`src/rtl/float_addsub_seq.sv`:
```
// Multi-cycle floating-point add/subtract with valid/ready handshakes on both sides.
// State table:  IDLE | waiting for operands      CMP  | compare, swap, shift count
//               ALIGN | shift small significand   ADD  | add/sub significands
//               NORM  | normalise, pack result    DONE | result held until accepted
module float_addsub_seq #(
    parameter int EXP_W = 8,
    parameter int MAN_W = 23
) (
    input  logic                   clk,
    input  logic                   rst_n,
    input  logic                   in_valid,
    output logic                   in_ready,
    input  logic                   op_sub,
    input  logic [EXP_W+MAN_W:0]   a,
    input  logic [EXP_W+MAN_W:0]   b,
    output logic                   out_valid,
    input  logic                   out_ready,
    output logic [EXP_W+MAN_W:0]   out_data,
    output logic                   out_ovf,
    output logic                   out_zero
);
    localparam int W     = 1 + EXP_W + MAN_W;
    localparam int SW    = MAN_W + 2;
    localparam int CNT_W = $clog2(SW + 1);

    typedef enum logic [2:0] {
        S_IDLE, S_CMP, S_ALIGN, S_ADD, S_NORM, S_DONE
    } state_t;

    state_t state, state_nxt;

    logic [W-1:0]     a_r, b_r;
    logic             sign_r, sub_r;
    logic [EXP_W-1:0] exp_r;
    logic [SW-1:0]    sig_big, sig_small, sum;
    logic [CNT_W-1:0] cnt;

    logic [EXP_W-1:0] ea, eb;
    logic [SW-1:0]    siga, sigb;
    logic [EXP_W:0]   d, d_abs;
    logic [31:0]      d_abs32;
    logic             a_big;
    logic [CNT_W-1:0] cnt_init;
    logic [EXP_W:0]   exp_inc;
    logic             ovf_hit, sum_zero, carry, hidden, norm_done;

    // Operand decode: exponent zero means the value is zero.
    always_comb begin
        ea       = a_r[W-2:MAN_W];
        eb       = b_r[W-2:MAN_W];
        siga     = (ea == '0) ? '0 : {2'b01, a_r[MAN_W-1:0]};
        sigb     = (eb == '0) ? '0 : {2'b01, b_r[MAN_W-1:0]};
        d        = {1'b0, ea} - {1'b0, eb};
        d_abs    = d[EXP_W] ? (~d + 1'b1) : d;
        d_abs32  = 32'(d_abs);
        a_big    = (ea > eb) || ((ea == eb) && (siga >= sigb));
        cnt_init = (d_abs32 > 32'(SW)) ? CNT_W'(SW) : CNT_W'(d_abs32);
    end

    always_comb begin
        exp_inc   = {1'b0, exp_r} + 1'b1;
        ovf_hit   = exp_inc >= {1'b0, {EXP_W{1'b1}}};
        sum_zero  = (sum == '0);
        carry     = sum[SW-1];
        hidden    = sum[SW-2];
        norm_done = sum_zero || carry || hidden || (exp_r == EXP_W'(1));
    end

    always_ff @(posedge clk or negedge rst_n) begin
        if (!rst_n) state <= S_IDLE;
        else        state <= state_nxt;
    end

    always_comb begin
        state_nxt = state;
        in_ready  = 1'b0;
        out_valid = 1'b0;
        case (state)
            S_IDLE: begin
                in_ready = 1'b1;
                if (in_valid) state_nxt = S_CMP;
            end
            S_CMP:   state_nxt = S_ALIGN;
            // Leave on the cycle that performs the last shift, so occupancy is max(1, count).
            S_ALIGN: if (cnt <= CNT_W'(1)) state_nxt = S_ADD;
            S_ADD:   state_nxt = S_NORM;
            S_NORM:  if (norm_done) state_nxt = S_DONE;
            S_DONE: begin
                out_valid = 1'b1;
                if (out_ready) state_nxt = S_IDLE;
            end
            default: state_nxt = S_IDLE;
        endcase
    end

    always_ff @(posedge clk or negedge rst_n) begin
        if (!rst_n) begin
            a_r       <= '0;
            b_r       <= '0;
            sign_r    <= 1'b0;
            sub_r     <= 1'b0;
            exp_r     <= '0;
            sig_big   <= '0;
            sig_small <= '0;
            sum       <= '0;
            cnt       <= '0;
            out_data  <= '0;
            out_ovf   <= 1'b0;
            out_zero  <= 1'b0;
        end else begin
            case (state)
                S_IDLE: if (in_valid) begin
                    a_r <= a;
                    b_r <= {b[W-1] ^ op_sub, b[W-2:0]};
                end
                S_CMP: begin
                    sign_r    <= a_big ? a_r[W-1] : b_r[W-1];
                    sub_r     <= a_r[W-1] ^ b_r[W-1];
                    exp_r     <= a_big ? ea : eb;
                    sig_big   <= a_big ? siga : sigb;
                    sig_small <= a_big ? sigb : siga;
                    cnt       <= cnt_init;
                end
                S_ALIGN: if (cnt != '0) begin
                    sig_small <= sig_small >> 1;
                    cnt       <= cnt - 1'b1;
                end
                S_ADD: sum <= sub_r ? (sig_big - sig_small) : (sig_big + sig_small);
                S_NORM: begin
                    if (sum_zero) begin
                        out_data <= '0;
                        out_ovf  <= 1'b0;
                        out_zero <= 1'b1;
                    end else if (carry) begin
                        out_zero <= 1'b0;
                        if (ovf_hit) begin
                            out_data <= {sign_r, {EXP_W{1'b1}}, {MAN_W{1'b0}}};
                            out_ovf  <= 1'b1;
                        end else begin
                            out_data <= {sign_r, exp_inc[EXP_W-1:0], sum[MAN_W:1]};
                            out_ovf  <= 1'b0;
                        end
                    end else if (hidden) begin
                        out_data <= {sign_r, exp_r, sum[MAN_W-1:0]};
                        out_ovf  <= 1'b0;
                        out_zero <= 1'b0;
                    end else if (exp_r == EXP_W'(1)) begin
                        // Would underflow into the denormal range: flush to +0.
                        out_data <= '0;
                        out_ovf  <= 1'b0;
                        out_zero <= 1'b1;
                    end else begin
                        sum   <= sum << 1;
                        exp_r <= exp_r - 1'b1;
                    end
                end
                default: ;
            endcase
        end
    end
endmodule
```
`config.mk`:
```
export PLATFORM = sky130hd
export DESIGN_NAME = float_addsub_seq
export DESIGN_NICKNAME = d
export VERILOG_FILES = /design/src/rtl/float_addsub_seq.sv
export SDC_FILE = /design/constraint.sdc
export NUM_CORES = 1
export LEC_CHECK = 0
export CORE_UTILIZATION = 35
export CTS_BUF_LIST = sky130_fd_sc_hd__clkbuf_2 sky130_fd_sc_hd__clkbuf_4 sky130_fd_sc_hd__clkbuf_8
export CTS_CLUSTER_DIAMETER = 150
export DETAILED_ROUTE_END_ITERATION = 12
export PLACE_DENSITY_LB_ADDON = 0.15
export SETUP_SLACK_MARGIN = 0.2
export SYNTH_ARGS = -nofsm -noshare
export SYNTH_HDL_FRONTEND = slang
export SYNTH_SLANG_ARGS = --single-unit
```
`constraint.sdc`:
```
create_clock -name clk -period 6.5 [get_ports clk]
set_input_delay 1.3 -clock clk [delete_from_list [all_inputs] [get_ports clk]]
set_output_delay 1.3 -clock clk [all_outputs]
set_load 0.05 [all_outputs]
```
Yosys cells after proc, flatten, opt, wreduce, memory -nomap -nowiden
Index checks and enable logic that the tools add are counted.

Mux-type cells: 44. Equality and inequality tests: 16. Add/subtract/negate cells: 7. $lt $le $gt $ge: 5. Reductions and logical operators: 22. Bitwise logic cells: 3.

Operators with widths (number): 2-to-1 mux 24 bit (6); 2-to-1 mux 32 bit (4); 2-to-1 mux 25 bit (4); one-hot mux 25 bit (2 select lines) (2); 2-to-1 mux 8 bit (5); 2-to-1 mux 31 bit (1); adder 25 bit (1); logical NOT 25 bit (1); subtractor 25 bit (1); >= comparator 24 bit (1); != test 2 bit (second input constant) (9); one-hot mux 3 bit (6 select lines) (1); logical NOT 8 bit (2); one-hot mux 8 bit (2 select lines) (1); 2-to-1 mux 1 bit (12); 2-to-1 mux 3 bit (4); 2-to-1 mux 5 bit (2); one-hot mux 5 bit (2 select lines) (1); AND reduction 5 bit (2); adder 8 x 1 -> 9 bit (second input constant) (1); adder 9 x 1 -> 9 bit (second input constant) (1); >= comparator 9 x 8 -> 1 bit (second input constant) (1); > comparator 9 x 5 -> 1 bit (second input constant) (1); 2-to-1 mux 9 bit (1); other kinds (21) (32).

Flip-flop bits (word level): 191. Output and inout port bits: 36. Word-level logic and storage cells: 112.

Depth between registers and ports, before layout
Word-level depth: 7. Mapped depth: 16. Gate-level depth less buffers: 16.

Least setup slack after synthesis
OpenSTA, ideal clock, no wires.

Path type: flip-flop to flip-flop. Start point: register a_r[24]. End point: register sig_small[10]. Period minus slack after synthesis: 3.352 ns. Stages on the path, launching flop included: 17. Arrival time: 3.216 ns. Setup time: 0.137 ns. Buffers on the path: 3. Path slack: 3.148 ns. Cells stage by stage: dfrtp_1 nor4_1 nand2_1 clkbuf_1 nand2_1 inv_1 ha_1 a21o_1 a21o_1 a221o_1 a211o_1 o211ai_2 buf_4 buf_2 nor2_1 a21oi_1 a21oi_1.

Cells in the longest elaborated chain, start to end: 7. Elaborated cells between the ends (all ways): 9.

Ends and longest elaborated chain: from (decl) (RTL line 32) `logic [W-1:0] a_r, b_r;`; from (signal assigned) (RTL line 98) `a_r <= '0;`; from (signal assigned) (RTL line 113) `a_r <= a;`; logical NOT 8 bit (RTL line 51) `siga = (ea == '0) ? '0 : {2'b01, a_r[MAN_W-1:0]};`; 2-to-1 mux 24 bit (RTL line 51); >= comparator 24 bit (RTL line 56) `a_big = (ea > eb) || ((ea == eb) && (siga >= sigb));`; logical AND 1 bit (RTL line 56); logical OR 1 bit (RTL line 56); 2-to-1 mux 24 bit * (RTL line 121) `sig_small <= a_big ? sigb : siga;`; one-hot mux 25 bit (2 select lines) * (RTL line 111) `case (state)`; to (signal assigned) (RTL line 121); to (signal assigned) (RTL line 125) `sig_small <= sig_small >> 1;`; to (decl) (RTL line 35) `logic [SW-1:0] sig_big, sig_small, sum;`.

Every way passes the cells marked *; elsewhere a longest branch is shown, timed or not. A chain may end at the register's enable or synchronous reset.

Worst setup path after layout
Start point: register a_r[27]. End point: register sig_big[1].

Cells in the longest elaborated chain, start to end: 6. Elaborated cells between the ends (all ways): 8.

Ends and longest elaborated chain: logical NOT 8 bit (RTL line 51); 2-to-1 mux 24 bit (RTL line 51); >= comparator 24 bit (RTL line 56); logical AND 1 bit (RTL line 56); logical OR 1 bit (RTL line 56); 2-to-1 mux 24 bit * (RTL line 120) `sig_big <= a_big ? siga : sigb;`; to (signal assigned) (RTL line 120); to (decl) (RTL line 35).

Marks and branches as above.

==> impl_metrics.tcl <==
set metrics [dict create \
    required_ns 6.84 \
    fin_crit_ns 4.58 \
    die_y_um 186 \
    path_class "flop to flop" \
    tns_ns 0 \
    cts.repair.resized 0 \
    overflow 0 \
    die_x_um 186 \
    slew_viol_final 0 \
    yosysTopAreaCellShare 0.399 \
    gp_congestion 0.852 \
    cts_max_level 4 \
    gr-usage-met2 0.260 \
    status "finished clean" \
    cts_setup_buffers 0 \
    dr.pass1.iters 5 \
    wl_per_cell_um 16.1 \
    netlist_instances 1359 \
    path_max_fanout 92 \
    ys_seq_elements 189 \
    crit_path_end_kind "flop" \
    synth-main-ff-cell "dfrtp_1" \
    vias_per_cell 5.24 \
    core-area_mm2 0.0329 \
    setup_viol 0 \
    synth_cell_type_count 65 \
    syn-num-nets 1495 \
    final.period_utilization 0.704 \
    grtUsageTotal 0.183 \
    yosys.area.top_type "dfrtp_1" \
    clock_latency_ns 0.49 \
    grt_pass1_wl_mm 49.7 \
    dpl.hpwl_mm 22.4 \
    clkSlewWorstSetupHoldPaths_ns 0.11 \
    io_pins 105 \
    initial_core_util 0.359 \
    worstSetupStartpointType "flop" \
    rsz0062_at_grt "no" \
    fin_skew_ns 0.0207 \
    cts_made_buffers 17 \
    diodes 0 \
    totalWireLength_mm 30.1 \
    final_cell_area_mm2 0.0137 \
    worst_slew_pin_slew_ns 1.17 \
    async_flop_share 1.00 \
    cts.sinks 189 \
    synth-edff-count 0 \
    cp.arrival_ns 4.92 \
    hold_buffers 0 \
    grt_pass1_vias 9144 \
    drc_errors 0 \
    grt_max_degree 96 \
    fmaxAchievable_mhz 218 \
    cts_tree "yes" \
    dpl-instance-area_mm2 0.0133 \
    gr-max-usage-layer "met1" \
    pre_cts_ws_ns 2.00 \
    yosysSeqAreaShare 0.399 \
    nNetsFinal 1555 \
    hold_viol 0 \
    post_route_cells_drive_above_1_share 0.0782 \
    hold_path.class "flop to flop" \
    hold_depth 2 \
    vias 9816 \
    cts_buffer_depth 2 \
    port_buffers 104 \
    cts_root_buf "clkbuf_8" \
    netlist_area_mm2 0.0118 \
    worst_slack_ns 1.92 \
    slew_headroom 0.217 \
    drt_iter0_markers 684 \
    synth_area_leaders "dfrtp_1 40%, ha_1 6.9%, nand2_1 5.6%, mux2_2 5.2%, o21ai_0 4.9%" \
    ant_nets 0 \
    rows 66 \
    die-area_mm2 0.0346 \
    antenna_found_initial 1 \
    area_growth_pct 15.4 \
    rr_worst_depth 14 \
    grt.met3_usage 0.0292 \
    maxCapViolCount 0 \
    yosysWarnings 0 \
    grtUsageMet1 0.289 \
    fillers 3320 \
    avgSynthCellArea_um2 8.71 \
]
-- worst max-delay path, cell delays in order (launching register included) --
cell and delay [ns]:
dfrtp_1 0.44, nor4_1 0.35, nand2_1 0.57, nand2_1 0.30, inv_1 0.09, ha_1 0.32, a21o_1 0.18, a21o_1 0.16
a221o_1 0.35, a211o_1 0.32, o211ai_4 0.50, buf_12 0.37, nor2_1 0.07, a31oi_1 0.24, o21ai_0 0.11
-- path summary, 6_finish.rpt --
| check | from | end | slack [ns] |
|---|---|---|---|
| min | out_data[22] | out_data[22] | 0.47 |
| min in group asynchronous | rst_n | out_data[9] | 0.83 |
| max in group asynchronous | rst_n | b_r[22] | 4.65 |
| max | a_r[27] | sig_big[1] | 1.92 |
| min reg2reg | out_data[22] | out_data[22] | 0.47 |
| max reg2reg | a_r[27] | sig_big[1] | 1.92 |
-- flip-flops by register name, summed over array words and instances (netlist names), 3 cells and up --
signal,count
sum,25
sig_small,24
state,3
sig_big,24
b_r,32
a_r,32
cnt,5
exp_r,8
out_data,32
-- through the flow --
step,hold WS (ns),std cells,util
2_1_floorplan,0.449,1359,-
3_3_place_gp,0.451,1842,0.402
3_5_place_dp,0.458,1842,0.402
4_1_cts,0.480,1874,0.415
5_1_grt,0.505,1874,0.415
6_report,0.472,1874,0.415
-- cell type report --
type                       instances  area, µm²  area share
clock inverter                    14        164      0.0120
inverter                          48        180      0.0132
timing repair buffer             116       1160      0.0849
clock buffer                      18        248      0.0181
sequential                       189       4730       0.346
tap                              442        553      0.0405
multi-input combinational       1047       6630       0.485
-- cells by family after synthesis --
logic type               after synthesis  synth area share
XOR/XNOR                              55            0.0407
AND/OR/NAND/NOR                      478             0.183
adder cells (fa/ha/maj)               67            0.0721
buffers and inverters                123            0.0417
AO/OA/AOI/OAI                        353             0.178
flip-flops                           189             0.399
multiplexers                          94            0.0853
-- synthesized netlist by cell type (3+ instances only) --
master       n
dfrtp_1    189
nand2_1    176
nor2_1     139
o21ai_0    116
a21oi_1    101
ha_1        65
clkbuf_1    61
mux2_2      55
inv_1       48
xnor2_1     42
a31oi_1     40
mux2i_1     39
or3_1       31
nand3_1     25
nor3_1      25
nor4_1      18
a21o_1      16
xor2_1      13
a221oi_1    11
o21ai_1     11
and3_1      10
nand4_1     10
nand2b_1     9
and2_1       8
buf_2        8
nor2b_1      7
o2111ai_1    6
a211oi_1     5
or2_2        5
a211o_1      4
and4_1       4
buf_4        4
nand3b_1     4
o22ai_1      4
a21boi_0     3
a22oi_1      3
a311oi_1     3
o31ai_1      3
or4_1        3
-- per-layer routing --
| layer | part of all wire | wire length, µm | up-vias |
|---|---|---|---|
| met3 | 0.043 | 1300 | 15 |
| met5 | 0.00040 | 12 | - |
| li1 | - | - | 4962 |
| met4 | 0.0077 | 233 | 2 |
| met2 | 0.40 | 12200 | 215 |
| met1 | 0.54 | 16400 | 4622 |
-- layout by cell type (no fill, tap or decap), types with 5 or more instances in the layout --
cell,netlist,routed
xnor2_1,42,42
nand2_1,176,176
and3_1,10,10
xor2_1,13,13
dfrtp_1,189,189
nor4_1,18,18
o21ai_0,116,116
a21o_1,16,16
ha_1,65,65
o21ai_1,11,10
clkbuf_8,0,19
a21oi_1,101,101
or2_2,5,5
nor2_1,139,138
buf_4,4,10
mux2i_1,39,39
a221oi_1,11,11
inv_8,0,6
nor3_1,25,25
nand2b_1,9,9
nand4_1,10,10
a31oi_1,40,40
and2_1,8,7
inv_1,48,48
clkdlybuf4s50_1,0,103
nor2b_1,7,7
nand3_1,25,25
or3_1,31,31
mux2_2,55,55
a211oi_1,5,5
o2111ai_1,6,6
Power is not shown: default switching activity piles up to over one toggle a cycle in this logic, so the estimate is an artifact.
